### src/rtl/flex_counter_pkg.sv
// Shared direction constants and slice helper for the
// multi-channel flexible counter.
package flex_counter_pkg;

    localparam logic DIR_UP   = 1'b0;
    localparam logic DIR_DOWN = 1'b1;

    function automatic int slice_lo(input int idx, input int w);
        return idx * w;
    endfunction

endpackage

### src/rtl/flex_counter_multi_if.sv
// Control and status bundle for flex_counter_multi; all
// per-channel fields are packed, channel i at [i*W +: W].
interface flex_counter_multi_if #(
    parameter int W      = 4,
    parameter int NUM_CH = 2
);
    logic [NUM_CH-1:0]   clear;
    logic [NUM_CH-1:0]   count_enable;
    logic [NUM_CH-1:0]   count_down;
    logic [NUM_CH-1:0]   load;
    logic [NUM_CH*W-1:0] load_val;
    logic [NUM_CH*W-1:0] rollover_val;
    logic [NUM_CH*W-1:0] count_out;
    logic [NUM_CH-1:0]   rollover_flag;
    logic [NUM_CH-1:0]   wrap_pulse;

    modport master (
        output clear, count_enable, count_down, load,
        output load_val, rollover_val,
        input  count_out, rollover_flag, wrap_pulse
    );

    modport slave (
        input  clear, count_enable, count_down, load,
        input  load_val, rollover_val,
        output count_out, rollover_flag, wrap_pulse
    );
endinterface

### src/rtl/flex_counter_chan.sv
// One counter channel: count, terminal flag and wrap pulse
// registers; exports its wrap decision for cascading.
module flex_counter_chan
    import flex_counter_pkg::*;
#(
    parameter int W = 4
) (
    input  logic         clk,
    input  logic         rst,
    input  logic         clear,
    input  logic         load,
    input  logic         en_eff,
    input  logic         count_down,
    input  logic [W-1:0] load_val,
    input  logic [W-1:0] rollover_val,
    output logic [W-1:0] count,
    output logic         flag,
    output logic         pulse,
    output logic         wrap_evt
);
    localparam logic [W-1:0] ONE = W'(1);

    logic [W-1:0] cnt_q, cnt_d;
    logic [W-1:0] step, term;
    logic         flag_q, flag_d;
    logic         pulse_q, pulse_d;
    logic         wrap, r_zero;

    always_comb begin
        term   = (count_down == DIR_DOWN) ? ONE : rollover_val;
        r_zero = (rollover_val == '0);
        step   = cnt_q;
        wrap   = 1'b0;
        if (r_zero) begin
            step = '0;
        end else if (count_down == DIR_DOWN) begin
            // leaving 0 (post-reset/clear) reloads R without a wrap
            if (cnt_q <= ONE) begin
                step = rollover_val;
                wrap = (cnt_q != '0);
            end else begin
                step = cnt_q - ONE;
            end
        end else if (cnt_q >= rollover_val) begin
            step = ONE;
            wrap = 1'b1;
        end else begin
            step = cnt_q + ONE;
        end
    end

    assign wrap_evt = en_eff & ~clear & ~load & wrap;

    always_comb begin
        cnt_d   = cnt_q;
        flag_d  = flag_q;
        pulse_d = 1'b0;
        if (clear) begin
            cnt_d  = '0;
            flag_d = 1'b0;
        end else if (load) begin
            cnt_d  = load_val;
            flag_d = !r_zero && (load_val == term);
        end else if (en_eff) begin
            cnt_d   = step;
            flag_d  = !r_zero && (step == term);
            pulse_d = wrap;
        end
    end

    always_ff @(posedge clk or posedge rst) begin
        if (rst) begin
            cnt_q   <= '0;
            flag_q  <= 1'b0;
            pulse_q <= 1'b0;
        end else begin
            cnt_q   <= cnt_d;
            flag_q  <= flag_d;
            pulse_q <= pulse_d;
        end
    end

    assign count = cnt_q;
    assign flag  = flag_q;
    assign pulse = pulse_q;

endmodule

### src/rtl/flex_counter_multi.sv
// NUM_CH flexible counter channels with an optional wrap
// cascade; all state lives in the channel instances.
module flex_counter_multi
    import flex_counter_pkg::*;
#(
    parameter int NUM_CNT_BITS = 4,
    parameter int NUM_CH       = 2,
    parameter int CASCADE      = 0
) (
    input logic clk,
    input logic rst,
    flex_counter_multi_if.slave bus
);
    localparam int W = NUM_CNT_BITS;

    for (genvar i = 0; i < NUM_CH; i++) begin : g_ch
        logic         en_w;
        logic         wrap_w;
        logic         flag_w;
        logic         pulse_w;
        logic [W-1:0] cnt_w;

        // each stage sees the previous stage's wrap in the same cycle
        if (CASCADE != 0 && i > 0) begin : g_casc
            assign en_w = bus.count_enable[i] & g_ch[i-1].wrap_w;
        end else begin : g_solo
            assign en_w = bus.count_enable[i];
        end

        flex_counter_chan #(
            .W(W)
        ) u_chan (
            .clk         (clk),
            .rst         (rst),
            .clear       (bus.clear[i]),
            .load        (bus.load[i]),
            .en_eff      (en_w),
            .count_down  (bus.count_down[i]),
            .load_val    (bus.load_val[slice_lo(i, W) +: W]),
            .rollover_val(bus.rollover_val[slice_lo(i, W) +: W]),
            .count       (cnt_w),
            .flag        (flag_w),
            .pulse       (pulse_w),
            .wrap_evt    (wrap_w)
        );

        assign bus.count_out[slice_lo(i, W) +: W] = cnt_w;
        assign bus.rollover_flag[i]               = flag_w;
        assign bus.wrap_pulse[i]                  = pulse_w;
    end

endmodule

### src/flat_wrapper.sv
// flat-port wrapper written by rule: the top's interface ports become plain ports
module flex_counter_multi_flat import flex_counter_pkg::*;
#(
    parameter int NUM_CNT_BITS = 4,
    parameter int NUM_CH       = 2,
    parameter int CASCADE      = 0
)
  (clk, rst, bus_clear, bus_count_enable, bus_count_down, bus_load, bus_load_val, bus_rollover_val, bus_count_out, bus_rollover_flag, bus_wrap_pulse);
  flex_counter_multi_if #(.W(4), .NUM_CH(NUM_CH)) bus_i ();
  input logic clk;
  input logic rst;
  input wire logic [$bits(bus_i.clear)-1:0] bus_clear;
  input wire logic [$bits(bus_i.count_enable)-1:0] bus_count_enable;
  input wire logic [$bits(bus_i.count_down)-1:0] bus_count_down;
  input wire logic [$bits(bus_i.load)-1:0] bus_load;
  input wire logic [$bits(bus_i.load_val)-1:0] bus_load_val;
  input wire logic [$bits(bus_i.rollover_val)-1:0] bus_rollover_val;
  output wire logic [$bits(bus_i.count_out)-1:0] bus_count_out;
  output wire logic [$bits(bus_i.rollover_flag)-1:0] bus_rollover_flag;
  output wire logic [$bits(bus_i.wrap_pulse)-1:0] bus_wrap_pulse;
  assign bus_i.clear = bus_clear;
  assign bus_i.count_enable = bus_count_enable;
  assign bus_i.count_down = bus_count_down;
  assign bus_i.load = bus_load;
  assign bus_i.load_val = bus_load_val;
  assign bus_i.rollover_val = bus_rollover_val;
  assign bus_count_out = bus_i.count_out;
  assign bus_rollover_flag = bus_i.rollover_flag;
  assign bus_wrap_pulse = bus_i.wrap_pulse;
  flex_counter_multi #(.NUM_CNT_BITS(NUM_CNT_BITS), .NUM_CH(NUM_CH), .CASCADE(CASCADE)) u_core (.clk(clk), .rst(rst), .bus(bus_i));
endmodule
### config.mk
export PLATFORM = sky130hd
export DESIGN_NAME = flex_counter_multi_flat
export DESIGN_NICKNAME = d
export VERILOG_FILES = /design/src/rtl/flex_counter_pkg.sv /design/src/rtl/flex_counter_multi_if.sv /design/src/rtl/flex_counter_chan.sv /design/src/rtl/flex_counter_multi.sv /design/src/flat_wrapper.sv
export SDC_FILE = /design/constraint.sdc
export NUM_CORES = 1
export LEC_CHECK = 0
export ABC_AREA = 1
export CORE_ASPECT_RATIO = 2
export CORE_MARGIN = 10
export CORE_UTILIZATION = 50
export CTS_CLUSTER_DIAMETER = 60
export DETAILED_ROUTE_END_ITERATION = 8
export PLACE_DENSITY = 0.91
export SETUP_SLACK_MARGIN = 0.02
export SKIP_CTS_REPAIR_TIMING = 1
export SLEW_MARGIN = 20
export SYNTH_ARGS = -nofsm -noshare
export SYNTH_HDL_FRONTEND = slang
export SYNTH_HIERARCHICAL = 1
export SYNTH_SLANG_ARGS = --single-unit
### constraint.sdc
create_clock -name clk -period 2.16 [get_ports clk]
set_clock_uncertainty 0.2 [all_clocks]
set_input_delay 0.432 -clock clk [delete_from_list [all_inputs] [get_ports clk]]
set_output_delay 0.432 -clock clk [all_outputs]
set_load 0.05 [all_outputs]
==> impl_metrics.env, run 1 <==
export IMPL_dr_first_iter_drc_count=64
export IMPL_row_count=28
export IMPL_die_area_sq_mm=0.005963
export IMPL_avgViaCountPerCell=5.561
export IMPL_pwr_density_cell_mw_per_mm2=498.7
export IMPL_setup_violations_final=0
export IMPL_die_y_microns=99.66
export IMPL_peak_supply_drop_mv=0.4849
export IMPL_cp_cell_sequence="buf_4, ha_1, inv_1, nand2_2, nand2_2, nand2_1, nand3_1, nand3_1, nand2_1, nand2_1, nand2_1, nor2_1, nand3_1, nand2_1"
export IMPL_critical_path_slowest_cell="sky130_fd_sc_hd__dfrtp_2"
export IMPL_hold_path_class="in2async"
export IMPL_first_global_vias=2075
export IMPL_critical_path_max_fanout=6
export IMPL_post_route_min_period_ns=2.027
export IMPL_final_core_utilization=0.7944
export IMPL_core_area_sq_mm=0.003013
export IMPL_place_ws_ns=-0.3824
export IMPL_area_growth_syn_to_layout_pct=50.87
export IMPL_numCtsBuffers=3
export IMPL_drive_above_1_share=0.2762
export IMPL_number_of_synthesis_warnings=6
export IMPL_outcome="complete, no violations"
export IMPL_path_delay_family="simple AND/OR/NAND/NOR gates"
export IMPL_cts_htree_levels=1
export IMPL_fmaxAchievable_ghz=0.4933
export IMPL_route_detailed_wl_per_inst_microns=15.96
export IMPL_tritoncts="yes"
export IMPL_worstPathRequired_ns=2.10
export IMPL_initial_cell_density_of_the_core=0.5266
export IMPL_worst_ep_arrival_time_ns=1.97
export IMPL_worst_slew_margin_rel=0.6698
export IMPL_slowest_delay_ns=0.40
export IMPL_worstMarginPinSlew_ns=0.4937
export IMPL_clock_latency_ns=0.25
export IMPL_port_buffers=37
export IMPL_design_portCount=38
export IMPL_totalPowerFinal_mw=1.194
export IMPL_largest_net_degree_at_the_start_of_global_routing=12
export IMPL_critPathMostFrequentCell="sky130_fd_sc_hd__nand2_1"
export IMPL_detailedPlacementHpwl_mm=4.661
export IMPL_hold_viol=0
export IMPL_cts_root_buf="sky130_fd_sc_hd__clkbuf_8"
export IMPL_fin_ws_ns=0.1330
export IMPL_drc_errors_left=0
export IMPL_crit_start_category="flop"
export IMPL_setup_worst_path_class="reg2reg"
export IMPL_hold_worst_slack_ns=0.2220
export IMPL_fin_setup_tns_ns=0
export IMPL_maxCapViolCount=0
export IMPL_num_vias=2080
export IMPL_wire_length_of_the_first_global_routing_pass_mm=9.087
export IMPL_final_antenna_net_count=0
export IMPL_leakage_nw=1.371
export IMPL_r2r_start="u_core/g_ch[0].u_chan/count[0]"
export IMPL_num_antenna_cells=0
export IMPL_synth_area_sq_mm=0.001587
export IMPL_clkSinkCount=12
export IMPL_synth_avg_cell_area_sq_um=5.833
export IMPL_worstPathBufferInverterCount=2
export IMPL_die_width_microns=59.83
export IMPL_postSynthCellCount=272
export IMPL_gp_congestion=1.053
export IMPL_globalRouteOverflowTotal=0
export IMPL_clk_pin_slew_ns=0.06
export IMPL_fin_crit_sh=0.9384
export IMPL_fin_nets=387
export IMPL_final_fill_count=209
export IMPL_grt_setup_unrepaired="true"
export IMPL_crit_start="u_core/g_ch[0].u_chan/count[0]"
export IMPL_drtPass1Iterations=4
export IMPL_grt_util_all_layers=0.1895
export IMPL_synth_nets=314
export IMPL_initial_antenna_violation_count=0
export IMPL_routed_wl_mm=5.969
export IMPL_final_max_slew_viol_count=0
export IMPL_timing_critical_path_to_type="flop"
export IMPL_maximum_clock_path_buffer_count=2
==> cell type report <==
class	count	area (sq um)	share of cell area
multi-input cells	206	1175	0.4909
repair buffers	74	640.6	0.2676
flip-flops and latches	12	305.3	0.1275
inverters	48	180.2	0.07527
clock buffers	4	55.05	0.02300
well taps	30	37.54	0.01568
==> layout by cell type, fill, tap and decap left out, types with 2 or more instances in the layout <==
cell / n
sky130_fd_sc_hd__nand3_1: 32
sky130_fd_sc_hd__clkdlybuf4s50_1: 18
sky130_fd_sc_hd__ha_1: 12
sky130_fd_sc_hd__nand2_1: 74
sky130_fd_sc_hd__o21ai_2: 2
sky130_fd_sc_hd__inv_1: 38
sky130_fd_sc_hd__nand3_2: 5
sky130_fd_sc_hd__inv_2: 10
sky130_fd_sc_hd__o21ai_1: 2
sky130_fd_sc_hd__clkbuf_8: 4
sky130_fd_sc_hd__dlymetal6s2s_1: 8
sky130_fd_sc_hd__nand4_1: 6
sky130_fd_sc_hd__nor2_1: 32
sky130_fd_sc_hd__nand3b_1: 4
sky130_fd_sc_hd__nor3b_1: 2
sky130_fd_sc_hd__nor2_2: 2
sky130_fd_sc_hd__dfrtp_1: 8
sky130_fd_sc_hd__ha_4: 4
sky130_fd_sc_hd__buf_4: 48
sky130_fd_sc_hd__dfrtp_2: 4
sky130_fd_sc_hd__a21oi_1: 5
sky130_fd_sc_hd__nand2_2: 11
sky130_fd_sc_hd__o21ai_0: 8
sky130_fd_sc_hd__nor2_4: 2
==> final timing paths <==
kind	slack, ns	depth (start not counted)	endpoint
setup / recovery	0.13	14	u_core/g_ch[0].u_chan/flag
hold / removal	0.22	2	u_core/g_ch[0].u_chan/flag
setup reg to reg	0.13	14	u_core/g_ch[0].u_chan/flag
hold reg to reg	0.30	2	u_core/g_ch[1].u_chan/flag
max in group asynchronous	1.22	2	u_core/g_ch[1].u_chan/count[1]
min in group clk	0.30	2	u_core/g_ch[1].u_chan/flag
==> stage by stage <==
| step | area, sq um | instances |
|---|---|---|
| detailed placement | 2160 | 365 |
| global placement | 2160 | 365 |
| CTS | 2215 | 369 |
| finish | 2394 | 374 |
| global route | 2394 | 374 |
| floorplan | 1592 | 272 |
==> report_power, final <==
group / switching [mW] / internal, mW
combinational: 0.409 / 0.267
clock: 0.0936 / 0.162
sequential: 0.0177 / 0.244
==> sequential cells by signal, summed over array words and instances, names as in the netlist <==
register	count
u_core/g_ch.u_chan/count	8
u_core/g_ch.u_chan/flag	2
u_core/g_ch.u_chan/pulse	2
==> worst reg2reg max path: cells and delay by family (launching register included) <==
kind / cells / cell delay, ns
and+or+nand+nor: 11 / 0.91
DFF: 1 / 0.40
buffers and inverters: 2 / 0.22
adders and majority gates: 1 / 0.19
==> routing by layer <==
layer	share of wire	wire, microns	vias up	global-route usage
met4	0.082	487	0	0.1337
li1	-	-	998	-
met5	0	0	-	0
met2	0.53	3193	101	0.3479
met1	0.32	1930	944	0.1665
met3	0.060	357	37	0.04204
Note: power is estimated with default switching activity, not from simulation.
==> run 2: changes to the inputs <==
--- a/config.mk
+++ b/config.mk
@@ -11,10 +11,11 @@
 export CORE_UTILIZATION = 50
 export CTS_CLUSTER_DIAMETER = 60
 export DETAILED_ROUTE_END_ITERATION = 8
+export GPL_ROUTABILITY_DRIVEN = 0
 export PLACE_DENSITY = 0.91
 export SETUP_SLACK_MARGIN = 0.02
 export SKIP_CTS_REPAIR_TIMING = 1
-export SLEW_MARGIN = 20
+export SLEW_MARGIN = 0
 export SYNTH_ARGS = -nofsm -noshare
 export SYNTH_HDL_FRONTEND = slang
 export SYNTH_HIERARCHICAL = 1
==> run 2 against run 1 <==
Effect of this change: wire length increased by 0.85%; register-to-register slack worse by 0.07 ns; worst setup slack got worse by 0.070 ns.
==> impl_metrics.env, run 2 (synthesis gave the netlist of run 1 again) <==
export IMPL_design_portCount=38
export IMPL_die_y_microns=99.66
export IMPL_pwr_density_cell_mw_per_mm2=497.6
export IMPL_worst_slew_margin_rel=0.6713
export IMPL_initial_antenna_violation_count=0
export IMPL_comb_power_share=0.567
export IMPL_wire_length_of_the_first_global_routing_pass_mm=9.039
export IMPL_clk_pin_slew_ns=0.06
export IMPL_swShare=0.4368
export IMPL_crit_reg2reg_capture="u_core/g_ch[0].u_chan/flag"
export IMPL_grt_util_all_layers=0.1877
export IMPL_dpl_cell_area_sq_mm=0.002145
export IMPL_met2_use_gr=0.3535
export IMPL_maximum_clock_path_buffer_count=2
export IMPL_die_area_sq_mm=0.005963
export IMPL_leakage_nw=1.350
export IMPL_final_cell_area_sq_mm=0.002392
export IMPL_r2r_start="u_core/g_ch[0].u_chan/count[1]"
export IMPL_core_area_sq_mm=0.003013
export IMPL_cts_root_buf="sky130_fd_sc_hd__clkbuf_8"
export IMPL_outcome="complete, no violations"
export IMPL_power_frac_seq=0.225
export IMPL_globalRouteMet1Util=0.1744
export IMPL_internal_uw=670.5
export IMPL_setup_worst_path_class="reg2reg"
export IMPL_timing_critical_path_to_type="flop"
export IMPL_drtPass1Iterations=7
export IMPL_top_usage_layer="met2"
export IMPL_avgViaCountPerCell=5.636
export IMPL_hold_path_class="in2async"
export IMPL_num_vias=2091
export IMPL_layout_common_cells="sky130_fd_sc_hd__nand2_1 (72), sky130_fd_sc_hd__buf_4 (45), sky130_fd_sc_hd__inv_1 (38)"
export IMPL_routed_wl_mm=6.020
export IMPL_p_switching_uw=520.0
export IMPL_drc_errors_left=0
export IMPL_hold_viol=0
export IMPL_area_growth_syn_to_layout_pct=50.79
export IMPL_crit_start_category="flop"
export IMPL_layout_cells_most_common="sky130_fd_sc_hd__nand2_1"
export IMPL_port_buffers=37
export IMPL_post_route_min_period_ns=2.097
export IMPL_critical_path_max_fanout=6
export IMPL_maxCapViolCount=0
export IMPL_final_fill_count=212
export IMPL_fin_crit_sh=0.9708
export IMPL_dr_first_iter_drc_count=111
export IMPL_detailedPlacementHpwl_mm=4.533
export IMPL_die_width_microns=59.83
export IMPL_num_antenna_cells=0
export IMPL_route_detailed_wl_per_inst_microns=16.23
export IMPL_critPathMostFrequentCell="sky130_fd_sc_hd__nand2_1"
export IMPL_cts_htree_levels=1
export IMPL_cp_cell_sequence="inv_1, ha_1, inv_1, nand2_2, o21ai_0, nand2_1, nand2_1, nand2_1, nand3_1, nand2_1, nand2_1, nand2_1, nand3_1, nand2_1"
export IMPL_fmaxAchievable_ghz=0.4769
export IMPL_totalPowerFinal_mw=1.190
export IMPL_setup_violations_final=0
export IMPL_final_max_slew_viol_count=0
export IMPL_drive_above_1_share=0.2874
export IMPL_worstMarginPinSlew_ns=0.4915
export IMPL_clock_latency_ns=0.24
export IMPL_numCtsBuffers=3
export IMPL_peak_supply_drop_mv=0.4130
export IMPL_largest_register_ffs=8
export IMPL_ff2ff_setup_slack_ns=0.06
export IMPL_final_antenna_net_count=0
export IMPL_slowest_delay_ns=0.40
export IMPL_critical_path_slowest_cell="sky130_fd_sc_hd__dfrtp_2"
export IMPL_worst_ep_arrival_time_ns=2.03
export IMPL_largest_net_degree_at_the_start_of_global_routing=12
export IMPL_worstPathRequired_ns=2.09
export IMPL_fin_nets=384
export IMPL_r2r_cells=14
export IMPL_tritoncts="yes"
export IMPL_row_count=28
export IMPL_globalRouteMet3Util=0.03312
export IMPL_clock_power_share=0.208
export IMPL_initial_cell_density_of_the_core=0.5266
export IMPL_hold_worst_slack_ns=0.2466
export IMPL_first_global_vias=2055
export IMPL_fin_setup_tns_ns=0
export IMPL_clkSinkCount=12
export IMPL_globalRouteOverflowTotal=0
[run 2: final cells by class]
| class | count | area [sq um] | share of cell area |
|---|---|---|---|
| inverters | 48 | 182.7 | 0.07636 |
| repair buffers | 71 | 618.1 | 0.2584 |
| multi-input cells | 206 | 1194 | 0.4990 |
| well taps | 30 | 37.54 | 0.01569 |
| flip-flops and latches | 12 | 305.3 | 0.1276 |
| clock buffers | 4 | 55.05 | 0.02301 |
[run 2: worst max path at each step]
stage,start,cells past startpoint,end,slack [ns]
2_1_floorplan,u_core/g_ch[0].u_chan/count[2],13,u_core/g_ch[0].u_chan/flag,0.03
3_3_place_gp,bus_rollover_val[3],13,u_core/g_ch[0].u_chan/flag,-0.35
3_5_place_dp,bus_rollover_val[2],15,u_core/g_ch[0].u_chan/flag,-0.37
4_1_cts,bus_rollover_val[2],15,u_core/g_ch[0].u_chan/flag,-0.12
5_1_grt,u_core/g_ch[0].u_chan/count[0],14,u_core/g_ch[0].u_chan/flag,-0.04
6_report,u_core/g_ch[0].u_chan/count[1],14,u_core/g_ch[0].u_chan/flag,0.06
[run 2: power by group through the flow]
stage | clock network [mW] | logic [mW] | registers, mW
CTS | 0.250 | 0.587 | 0.266
global route | 0.261 | 0.744 | 0.269
global placement | 0 | 0.563 | 0.269
floorplan | 0 | 0.302 | 0.329
detailed placement | 0 | 0.582 | 0.270
finish | 0.248 | 0.674 | 0.268
[run 2: routing by layer]
metal / up-vias / wire length [microns]
met5: - / 0
met1: 940 / 1950
met4: 0 / 502
met3: 38 / 374
li1: 997 / -
met2: 116 / 3192
[run 2: stage by stage]
step	util	cells	setup slack, ns
after floorplan	-	272	0.02799
after global placement	0.7118	363	-0.3470
after detailed placement	0.7118	363	-0.3729
after CTS	0.7301	367	-0.1208
after global routing	0.7940	371	-0.03980
final	0.7940	371	0.06312
[run 2: worst max-delay path, delay by kind of cell, from the launching register on]
family | cells | cell delay [ns]
flops | 1 | 0.40
compound gates | 1 | 0.20
buf+inv | 2 | 0.20
simple gates | 10 | 0.79
fa+ha+maj | 1 | 0.21
